==> config.mk <==
export PLATFORM = sky130hd
export DESIGN_NAME = touch_event_filter_flat
export DESIGN_NICKNAME = d
export VERILOG_FILES = /design/src/rtl/touch_event_filter_if.sv /design/src/rtl/touch_event_filter.sv /design/src/flat_wrapper.sv
export SDC_FILE = /design/constraint.sdc
export NUM_CORES = 1
export LEC_CHECK = 0
export BUFFER_PORTS_ARGS = -buffer_cell sky130_fd_sc_hd__clkbuf_2
export CAP_MARGIN = 20
export CORE_AREA = 4 4 142 144
export CTS_BUF_LIST = sky130_fd_sc_hd__clkbuf_16
export CTS_CLUSTER_DIAMETER = 200
export CTS_CLUSTER_SIZE = 30
export DETAILED_ROUTE_END_ITERATION = 12
export DIE_AREA = 0 0 146 148
export HOLD_SLACK_MARGIN = 0.08
export PLACE_DENSITY_LB_ADDON = 0.1
export SETUP_SLACK_MARGIN = 0.2
export SYNTH_ARGS = -nofsm -noshare
export SYNTH_HDL_FRONTEND = slang
export SYNTH_SLANG_ARGS = --single-unit
==> constraint.sdc <==
create_clock -name iCLK -period 3.5 [get_ports iCLK]
set_input_delay 0.35 -clock iCLK [delete_from_list [all_inputs] [get_ports iCLK]]
set_output_delay 0.35 -clock iCLK [all_outputs]
set_load 0.005 [all_outputs]
==> src/rtl/touch_event_filter_if.sv <==
// Touch event filter bus: raw samples from touch_controller in, queued events out.
// The master modport drives the filter inputs; the slave modport is the filter side.
interface touch_event_filter_if;
    logic        iTouch;
    logic        iTOUCH_IRQ;
    logic [11:0] iX_COORD;
    logic [11:0] iY_COORD;
    logic        iEVT_POP;
    logic        iCLR_OVF;
    logic        oEVT_VALID;
    logic [1:0]  oEVT_TYPE;
    logic [11:0] oEVT_X;
    logic [11:0] oEVT_Y;
    logic        oTOUCHING;
    logic        oOVERFLOW;

    modport master (
        output iTouch, iTOUCH_IRQ, iX_COORD, iY_COORD, iEVT_POP, iCLR_OVF,
        input  oEVT_VALID, oEVT_TYPE, oEVT_X, oEVT_Y, oTOUCHING, oOVERFLOW
    );

    modport slave (
        input  iTouch, iTOUCH_IRQ, iX_COORD, iY_COORD, iEVT_POP, iCLR_OVF,
        output oEVT_VALID, oEVT_TYPE, oEVT_X, oEVT_Y, oTOUCHING, oOVERFLOW
    );
endinterface

==> src/rtl/touch_event_filter.sv <==
// Debounces touch contact, averages raw coordinates and queues PRESS/MOVE/RELEASE
// events in a FWFT FIFO. Define TOUCH_FILTER_MOVE_EN to enable MOVE event generation.
module touch_event_filter #(
    parameter int unsigned AVG_LOG2       = 2,
    parameter int unsigned RELEASE_CYCLES = 500000,
    parameter int unsigned MOVE_THRESH    = 8,
    parameter int unsigned FIFO_AW        = 2
) (
    input  logic                 iCLK,
    input  logic                 iRST_n,
    touch_event_filter_if.slave  bus
);
    localparam int unsigned AccW  = 12 + AVG_LOG2;
    localparam int unsigned CntW  = AVG_LOG2 + 1;
    localparam int unsigned TmrW  = (RELEASE_CYCLES > 1) ? $clog2(RELEASE_CYCLES) : 1;
    localparam int unsigned Depth = 1 << FIFO_AW;

    localparam logic [CntW-1:0] WinLen  = CntW'(1 << AVG_LOG2);
    localparam logic [TmrW-1:0] TmrLast = TmrW'(RELEASE_CYCLES - 1);

    localparam logic [1:0] EvPress   = 2'b01;
    localparam logic [1:0] EvMove    = 2'b10;
    localparam logic [1:0] EvRelease = 2'b11;

    if (AVG_LOG2 < 1 || AVG_LOG2 > 4) begin : g_bad_avg
        $error("AVG_LOG2 must be in 1..4");
    end
    if (MOVE_THRESH > 4095) begin : g_bad_thresh
        $error("MOVE_THRESH must fit in 12 bits");
    end

    typedef enum logic [1:0] {StIdle, StArming, StPressed, StReleasing} state_e;

    state_e            state_q, state_d;
    logic [AccW-1:0]   acc_x_q, acc_x_d, acc_y_q, acc_y_d;
    logic [CntW-1:0]   cnt_q, cnt_d;
    logic [TmrW-1:0]   timer_q, timer_d;
    logic [11:0]       last_x_q, last_x_d, last_y_q, last_y_d;
    logic [FIFO_AW:0]  wr_ptr_q, wr_ptr_d, rd_ptr_q, rd_ptr_d;
    logic              ovf_q, ovf_d;
    logic [25:0]       mem_q [Depth];

    logic              sample;
    logic [AccW-1:0]   sum_x, sum_y;
    logic [CntW-1:0]   cnt_inc;
    logic              win_done;
    logic [11:0]       avg_x, avg_y;
    logic              push;
    logic [1:0]        push_type;
    logic [11:0]       push_x, push_y;
    logic              empty, full, pop_ok, wr_en, drop;
    logic [25:0]       head;

    assign sample   = bus.iTOUCH_IRQ & bus.iTouch;
    assign sum_x    = acc_x_q + AccW'(bus.iX_COORD);
    assign sum_y    = acc_y_q + AccW'(bus.iY_COORD);
    assign cnt_inc  = cnt_q + CntW'(1);
    assign win_done = sample && (cnt_inc == WinLen);
    assign avg_x    = sum_x[AccW-1:AVG_LOG2];
    assign avg_y    = sum_y[AccW-1:AVG_LOG2];

`ifdef TOUCH_FILTER_MOVE_EN
    logic [12:0] dx, dy, adx, ady;
    logic        move_hit;

    // 13-bit two's complement differences; bit 12 is the sign.
    assign dx       = {1'b0, avg_x} - {1'b0, last_x_q};
    assign dy       = {1'b0, avg_y} - {1'b0, last_y_q};
    assign adx      = dx[12] ? (~dx + 13'd1) : dx;
    assign ady      = dy[12] ? (~dy + 13'd1) : dy;
    assign move_hit = (adx > 13'(MOVE_THRESH)) || (ady > 13'(MOVE_THRESH));
`endif

    always_comb begin
        state_d   = state_q;
        acc_x_d   = acc_x_q;
        acc_y_d   = acc_y_q;
        cnt_d     = cnt_q;
        timer_d   = timer_q;
        last_x_d  = last_x_q;
        last_y_d  = last_y_q;
        push      = 1'b0;
        push_type = 2'b00;
        push_x    = '0;
        push_y    = '0;
        unique case (state_q)
            StIdle: begin
                if (sample) begin
                    acc_x_d = AccW'(bus.iX_COORD);
                    acc_y_d = AccW'(bus.iY_COORD);
                    cnt_d   = CntW'(1);
                    state_d = StArming;
                end
            end
            StArming: begin
                if (!bus.iTouch) begin
                    acc_x_d = '0;
                    acc_y_d = '0;
                    cnt_d   = '0;
                    state_d = StIdle;
                end else if (win_done) begin
                    push      = 1'b1;
                    push_type = EvPress;
                    push_x    = avg_x;
                    push_y    = avg_y;
                    last_x_d  = avg_x;
                    last_y_d  = avg_y;
                    acc_x_d   = '0;
                    acc_y_d   = '0;
                    cnt_d     = '0;
                    state_d   = StPressed;
                end else if (sample) begin
                    acc_x_d = sum_x;
                    acc_y_d = sum_y;
                    cnt_d   = cnt_inc;
                end
            end
            StPressed: begin
                if (!bus.iTouch) begin
                    timer_d = '0;
                    state_d = StReleasing;
                end else if (win_done) begin
                    acc_x_d = '0;
                    acc_y_d = '0;
                    cnt_d   = '0;
`ifdef TOUCH_FILTER_MOVE_EN
                    if (move_hit) begin
                        push      = 1'b1;
                        push_type = EvMove;
                        push_x    = avg_x;
                        push_y    = avg_y;
                        last_x_d  = avg_x;
                        last_y_d  = avg_y;
                    end
`endif
                end else if (sample) begin
                    acc_x_d = sum_x;
                    acc_y_d = sum_y;
                    cnt_d   = cnt_inc;
                end
            end
            StReleasing: begin
                // Contact returning keeps the partial window; only the timer restarts.
                if (bus.iTouch) begin
                    timer_d = '0;
                    state_d = StPressed;
                end else if (timer_q == TmrLast) begin
                    push      = 1'b1;
                    push_type = EvRelease;
                    push_x    = last_x_q;
                    push_y    = last_y_q;
                    acc_x_d   = '0;
                    acc_y_d   = '0;
                    cnt_d     = '0;
                    timer_d   = '0;
                    state_d   = StIdle;
                end else begin
                    timer_d = timer_q + TmrW'(1);
                end
            end
            default: state_d = StIdle;
        endcase
    end

    // Extra pointer MSB distinguishes full from empty.
    assign empty  = (wr_ptr_q == rd_ptr_q);
    assign full   = (wr_ptr_q[FIFO_AW] != rd_ptr_q[FIFO_AW]) &&
                    (wr_ptr_q[FIFO_AW-1:0] == rd_ptr_q[FIFO_AW-1:0]);
    assign pop_ok = bus.iEVT_POP & ~empty;
    assign wr_en  = push & (~full | pop_ok);
    assign drop   = push & full & ~pop_ok;
    assign head   = mem_q[rd_ptr_q[FIFO_AW-1:0]];

    always_comb begin
        wr_ptr_d = wr_ptr_q;
        rd_ptr_d = rd_ptr_q;
        ovf_d    = ovf_q;
        if (wr_en) begin
            wr_ptr_d = wr_ptr_q + (FIFO_AW+1)'(1);
        end
        if (pop_ok) begin
            rd_ptr_d = rd_ptr_q + (FIFO_AW+1)'(1);
        end
        if (drop) begin
            ovf_d = 1'b1;
        end else if (bus.iCLR_OVF) begin
            ovf_d = 1'b0;
        end
    end

    always_ff @(posedge iCLK or negedge iRST_n) begin
        if (!iRST_n) begin
            state_q  <= StIdle;
            acc_x_q  <= '0;
            acc_y_q  <= '0;
            cnt_q    <= '0;
            timer_q  <= '0;
            last_x_q <= '0;
            last_y_q <= '0;
            wr_ptr_q <= '0;
            rd_ptr_q <= '0;
            ovf_q    <= 1'b0;
        end else begin
            state_q  <= state_d;
            acc_x_q  <= acc_x_d;
            acc_y_q  <= acc_y_d;
            cnt_q    <= cnt_d;
            timer_q  <= timer_d;
            last_x_q <= last_x_d;
            last_y_q <= last_y_d;
            wr_ptr_q <= wr_ptr_d;
            rd_ptr_q <= rd_ptr_d;
            ovf_q    <= ovf_d;
        end
    end

    always_ff @(posedge iCLK) begin
        if (wr_en) begin
            mem_q[wr_ptr_q[FIFO_AW-1:0]] <= {push_type, push_x, push_y};
        end
    end

    // Storage is not reset, so the head is masked to zero while empty.
    assign bus.oEVT_VALID = ~empty;
    assign bus.oEVT_TYPE  = empty ? 2'b00 : head[25:24];
    assign bus.oEVT_X     = empty ? 12'd0 : head[23:12];
    assign bus.oEVT_Y     = empty ? 12'd0 : head[11:0];
    assign bus.oTOUCHING  = (state_q == StPressed) || (state_q == StReleasing);
    assign bus.oOVERFLOW  = ovf_q;
endmodule

==> src/flat_wrapper.sv <==
// flat-port wrapper written by rule: the top's interface ports become plain ports
module touch_event_filter_flat 
#(
    parameter int unsigned AVG_LOG2       = 2,
    parameter int unsigned RELEASE_CYCLES = 500000,
    parameter int unsigned MOVE_THRESH    = 8,
    parameter int unsigned FIFO_AW        = 2
)
  (iCLK, iRST_n, bus_iTouch, bus_iTOUCH_IRQ, bus_iX_COORD, bus_iY_COORD, bus_iEVT_POP, bus_iCLR_OVF, bus_oEVT_VALID, bus_oEVT_TYPE, bus_oEVT_X, bus_oEVT_Y, bus_oTOUCHING, bus_oOVERFLOW);
  touch_event_filter_if bus_i ();
  input  logic iCLK;
  input  logic iRST_n;
  input wire logic [$bits(bus_i.iTouch)-1:0] bus_iTouch;
  input wire logic [$bits(bus_i.iTOUCH_IRQ)-1:0] bus_iTOUCH_IRQ;
  input wire logic [$bits(bus_i.iX_COORD)-1:0] bus_iX_COORD;
  input wire logic [$bits(bus_i.iY_COORD)-1:0] bus_iY_COORD;
  input wire logic [$bits(bus_i.iEVT_POP)-1:0] bus_iEVT_POP;
  input wire logic [$bits(bus_i.iCLR_OVF)-1:0] bus_iCLR_OVF;
  output wire logic [$bits(bus_i.oEVT_VALID)-1:0] bus_oEVT_VALID;
  output wire logic [$bits(bus_i.oEVT_TYPE)-1:0] bus_oEVT_TYPE;
  output wire logic [$bits(bus_i.oEVT_X)-1:0] bus_oEVT_X;
  output wire logic [$bits(bus_i.oEVT_Y)-1:0] bus_oEVT_Y;
  output wire logic [$bits(bus_i.oTOUCHING)-1:0] bus_oTOUCHING;
  output wire logic [$bits(bus_i.oOVERFLOW)-1:0] bus_oOVERFLOW;
  assign bus_i.iTouch = bus_iTouch;
  assign bus_i.iTOUCH_IRQ = bus_iTOUCH_IRQ;
  assign bus_i.iX_COORD = bus_iX_COORD;
  assign bus_i.iY_COORD = bus_iY_COORD;
  assign bus_i.iEVT_POP = bus_iEVT_POP;
  assign bus_i.iCLR_OVF = bus_iCLR_OVF;
  assign bus_oEVT_VALID = bus_i.oEVT_VALID;
  assign bus_oEVT_TYPE = bus_i.oEVT_TYPE;
  assign bus_oEVT_X = bus_i.oEVT_X;
  assign bus_oEVT_Y = bus_i.oEVT_Y;
  assign bus_oTOUCHING = bus_i.oTOUCHING;
  assign bus_oOVERFLOW = bus_i.oOVERFLOW;
  touch_event_filter #(.AVG_LOG2(AVG_LOG2), .RELEASE_CYCLES(RELEASE_CYCLES), .MOVE_THRESH(MOVE_THRESH), .FIFO_AW(FIFO_AW)) u_core (.iCLK(iCLK), .iRST_n(iRST_n), .bus(bus_i));
endmodule
==> Word level (Yosys, flattened, before mapping) <==
Memories as Yosys holds them, arrays and structs flattened.
Cells that the tools add are included.
{ "totals": {"regBits": 83, "ram_bits": 104, "input_bits": 30, "output_inout_bits": 29, "elab_cells": 111, "memories": 1} }
{ "op_classes": {"n_addsub": 6, "eq_ne": 15, "mux": 60, "bitwise": 9, "reduce_logical": 10} }
{ "mem_list": {"columns": ["memory", "words", "word_bits", "read_ports", "rd_ports_with_merged_regs", "write_ports", "line", "rtl"], "rows": [
  ["u_core.mem_q", 4, 26, 1, 0, 1, "touch_event_filter.sv:41", "logic [25:0] mem_q [Depth];"]
]} }
{ "op_table": {"columns": ["op", "count"], "rows": [
  ["$mux W14", 12],
  ["$mux W12", 10],
  ["$pmux W14 S4", 2],
  ["$mux W19", 3],
  ["$pmux W12 S2", 2],
  ["$pmux W19 S2", 1],
  ["$add A14 B12 Y14", 2],
  ["$mux W3", 7],
  ["$mux W2", 10],
  ["$add A19 B1 Y19 const B", 1],
  ["$eq A19 B19 Y1 const B", 1],
  ["$pmux W3 S4", 1],
  ["$add A3 B1 Y3 const B", 3],
  ["$mux W1", 9],
  ["$pmux W2 S4", 1],
  ["$reduce_and A4 Y1", 2],
  ["$ne A2 B2 Y1 const B", 3],
  ["$ne A3 B2 Y1 const B", 2],
  ["$and A1 B1 Y1", 5],
  ["$eq A2 B2 Y1 const B", 2],
  ["$ne A2 B1 Y1 const B", 2],
  ["$pmux W2 S2", 1],
  ["$reduce_bool A2 Y1", 2],
  ["$eq A3 B3 Y1", 1],
  ["12 further kinds", 15]
]} }

==> Depth between registers and ports, before layout <==
{ "depth": {"depth_word": 9, "mapped_depth": 10} }

==> Worst setup path after synthesis <==
Ideal clock, no wire load.
{ "synth_path": {"kind": "register -> register", "startpoint": "register u_core.cnt_q[0]", "endpoint": "memory u_core.mem_q[3][0] (enable)", "setup_time_ns": 0.387, "t_arrival_ns": 2.252, "required_time_ns": 3.113, "setup_slack_ns": 0.861, "path_stages_with_launch": 10, "path_buffers": 2, "synth_period_minus_slack_ns": 2.639, "cell_sequence": "dfrtp_1 -> ha_1 -> xor2_1 -> and3_1 -> buf_2 -> and3b_1 -> buf_4 -> nor2_2 -> nor2_4 -> and2_1"} }
{ "synth_between": {"elab_chain_len": 9} }
{ "synth_lines": {"columns": ["item", "line", "rtl"], "rows": [
  ["from (decl)", "touch_event_filter.sv:36", "logic [CntW-1:0] cnt_q, cnt_d;"],
  ["from (signal assigned)", "touch_event_filter.sv:207", "cnt_q <= cnt_d;"],
  ["$add A3 B1 Y3", "touch_event_filter.sv:57", "assign cnt_inc = cnt_q + CntW'(1);"],
  ["$eq A3 B3 Y1", "touch_event_filter.sv:58", "assign win_done = sample && (cnt_inc == WinLen);"],
  ["$logic_and A1 B1 Y1", "touch_event_filter.sv:58", null],
  ["$mux W1", "touch_event_filter.sv:101", "end else if (win_done) begin"],
  ["$mux W1", "touch_event_filter.sv:96", "if (!bus.iTouch) begin"],
  ["$pmux W1 S2", "touch_event_filter.sv:86", "unique case (state_q)"],
  ["$and A1 B1 Y1", "touch_event_filter.sv:170", "assign wr_en = push & (~full | pop_ok);"],
  ["$mux W1", "touch_event_filter.sv:218", "if (wr_en) begin"],
  ["$mux W1 (implied by the code)", "touch_event_filter.sv:219", "mem_q[wr_ptr_q[FIFO_AW-1:0]] <= {push_type, push_x, push_y};"],
  ["to (decl)", "touch_event_filter.sv:41", null]
]} }
Every way passes these cells.

==> Worst setup path after layout <==
{ "layout_path": {"startpoint": "register u_core.cnt_q[0]", "endpoint": "memory u_core.mem_q[3][9] (enable)"} }
Same word-level chain as after synthesis.

==> impl_metrics.env <==
export IMPL_status="finished clean"
export IMPL_syn_to_final_growth_pct=12.6
export IMPL_path_cells="ha_1, xor2_1, and3_1, and3b_1, nor2_2, nor2_4, and2_1, buf_4"
export IMPL_ant_nets=0
export IMPL_yosysMostFrequentCell="edfxtp_1"
export IMPL_grt_total_usage_pct=19.0
export IMPL_slowest_stage="dfrtp_1"
export IMPL_required_ns=3.60
export IMPL_synth_area_leaders="edfxtp_1 34%, dfrtp_1 22%, mux4_2 6.3%, ha_1 4.3%, a21o_1 3.9%"
export IMPL_place_hpwl_mm=13.4
export IMPL_max_freq_mhz=370
export IMPL_grt_max_degree=65
export IMPL_clkLatencyLatePin_ns=0.44
export IMPL_cpPeakStageDelay_ns=0.44
export IMPL_drive_above_1_share_pct=17.2
export IMPL_fin_worst_skew_ns=0.0102
export IMPL_layout_min_cycle_time_ns=2.71
export IMPL_fp_dieW_um=146
export IMPL_synth_area_leader_cell="edfxtp_1"
export IMPL_syn_area_sq_um=9260
export IMPL_grt_antenna_before_repair=0
export IMPL_finalHoldViolCount=0
export IMPL_std_cell_rows=50
export IMPL_synth_edff_count=104
export IMPL_cp_end_kind="register"
export IMPL_drv_slew=0
export IMPL_clkSinkCount=187
export IMPL_dieArea_sq_um=21600
export IMPL_tightest_slew_ns=0.858
export IMPL_drv_cap=0
export IMPL_via_per_inst=5.76
export IMPL_yosysTopAreaCellShare_pct=33.7
export IMPL_fin_nets=892
export IMPL_path_class="register to register"
export IMPL_power_density_nw_per_um2=644
export IMPL_slew_limit_headroom_pct=42.6
export IMPL_syn_inst=770
export IMPL_yosysSeqAreaShare_pct=56.2
export IMPL_fin_cells=1075
export IMPL_dp_cells=1042
export IMPL_ys_types=61
export IMPL_p_leak_nw=4.22
export IMPL_finalSetupViolCount=0
export IMPL_start_util_pct=49.5
export IMPL_peakVddDrop_mv=0.382
export IMPL_routed_wirelength_mm=19.7
export IMPL_grt_overflow_total=0
export IMPL_start_kind="register"
export IMPL_place_congestion=0.875
export IMPL_numCtsBuffers=17
export IMPL_drc_errors=0
export IMPL_ctsRootBufferMaster="clkbuf_16"
export IMPL_netlist_top_cells_count="104 x edfxtp_1, 83 x dfrtp_1, 64 x nand2_1, 57 x nor2_1, 49 x o21ai_0"
export IMPL_synth_seq_cells=187
export IMPL_fin_tns_setup_ns=0
export IMPL_crit_arrival_ns=2.80
export IMPL_grt_pass1_wl_mm=32.7
export IMPL_rsz0062_at_grt="false"
export IMPL_fp_dieH_um=148
export IMPL_diodes=0
export IMPL_crit_fanout=25
export IMPL_synthFlopType="edfxtp_1"
export IMPL_async_flop_share_pct=44.4
export IMPL_wl_per_cell_um=18.3
export IMPL_finalCritPeriodShare_pct=77.3
export IMPL_drt_iter0_markers=480
export IMPL_first_pass_iters=5
export IMPL_ios=59
export IMPL_port_buffers=58
export IMPL_hold_class="primary input to register"
export IMPL_path_clk_slew_ns=0.07
export IMPL_cts_tree="done"
export IMPL_vias=6189
export IMPL_clk_path_buf_depth=2
export IMPL_cts_resized=0
export IMPL_core_area_sq_um=18700
export IMPL_grt_pass1_vias=6239
export IMPL_synth_nets=834
export IMPL_synth_area_per_cell_sq_um=12.0
export IMPL_yosysWarningCount=0
export IMPL_h_tree_depth=4
layer usage:
| metal | up-vias | share of wire, % | wire length (um) | global-route usage (%) |
|---|---|---|---|---|
| met4 | 0 | 1.5 | 305 | 6.02 |
| met5 | - | 0 | 0 | 0 |
| met2 | 143 | 46 | 8980 | 29.7 |
| met1 | 3030 | 49 | 9630 | 27.3 |
| li1 | 2988 | - | - | - |
| met3 | 28 | 4.0 | 795 | 3.34 |
flip-flops by register name, summed over array words and instances, names as in the netlist, 12 cells and up, named ones only:
| register | count |
|---|---|
| u_core.acc_x_q | 14 |
| u_core.last_y_q | 12 |
| u_core.acc_y_q | 14 |
| u_core.last_x_q | 12 |
| u_core.mem_q | 104 |
| u_core.timer_q | 19 |
per-stage QoR:
| step | setup WS (ns) | util (%) | hold slack, ns | power (mW) | cell area [sq um] |
|---|---|---|---|---|---|
| floorplan | 0.861 | - | 0.0544 | 4.20 | 9260 |
| global placement | 0.796 | 52.4 | 0.458 | 4.75 | 9800 |
| detailed placement | 0.770 | 52.4 | 0.465 | 4.79 | 9800 |
| CTS | 0.784 | 55.7 | 0.148 | 6.77 | 10400 |
| global route | 0.540 | 55.7 | 0.152 | 7.15 | 10400 |
| finish | 0.794 | 55.7 | 0.167 | 6.71 | 10400 |
worst max-delay path, delay by kind of cell (launching register included):
kind	cells	cell delay, ns
xor gates and xnor gates	1	0.13
adders and majority gates	1	0.26
buffers and inverters	1	0.37
DFF	1	0.44
and+or+nand+nor	5	1.17
cell usage in the layout (no fill, tap or decap), types with 31 or more instances in the layout:
cell type,count
a21oi_1,40
dfrtp_1,82
a21o_1,48
nand2_1,64
nor2_1,57
ha_1,32
clkbuf_2,57
o21ai_0,49
and2_1,31
edfxtp_1,104
timing repair:
action,4_1_cts,5_1_grt
buffers inserted,0,0
hold buffers,1,0
hold endpoints to repair,63,0
power breakdown:
part / switching (mW) / internal, mW / leakage, nW
Combinational: 1.21 / 0.899 / 2.12
Clock: 0.940 / 1.04 / 0.300
Sequential: 0.139 / 2.48 / 1.80
layout make-up:
type,count,area [sq um]
tap,234,293
clock buffer,17,425
clock inverter,15,183
fill,1579,8290
timing repair buffer,73,408
multi-input combinational,537,3860
sequential,187,5200
inverter,12,45.0
path summary, 6_finish.rpt:
| kind | start | to | slack (ns) | depth (start not counted) |
|---|---|---|---|---|
| worst min-delay path | bus_iY_COORD[9] | u_core.acc_y_q[9]$_DFFE_PN0P_ | 0.17 | 3 |
| worst max-delay path | u_core.cnt_q[0]$_DFFE_PN0P_ | u_core.mem_q[3][9]$_DFFE_PP_ | 0.79 | 8 |
| worst min register to register | u_core.last_x_q[2]$_DFFE_PN0P_ | u_core.last_x_q[2]$_DFFE_PN0P_ | 0.48 | 1 |
| min in group asynchronous | iRST_n | u_core.timer_q[0]$_DFFE_PN0P_ | 0.56 | 2 |
| worst max register to register | u_core.cnt_q[0]$_DFFE_PN0P_ | u_core.mem_q[3][9]$_DFFE_PP_ | 0.79 | 8 |
| max in group asynchronous | iRST_n | u_core.acc_x_q[6]$_DFFE_PN0P_ | 2.13 | 3 |
cell families (layout without fill, tap and decap cells):
family / after synthesis / count (layout) / share of synthesized area (%)
and+or+nand+nor: 221 / 221 / 11.8
muxes: 31 / 31 / 6.92
buffers and inverters: 46 / 117 / 2.15
xor gates and xnor gates: 36 / 36 / 3.41
DFF: 187 / 187 / 56.2
AOI/OAI and AO/OA: 215 / 215 / 14.8
adders and majority gates: 34 / 34 / 4.76
Note: power is estimated with default switching activity, not from simulation.
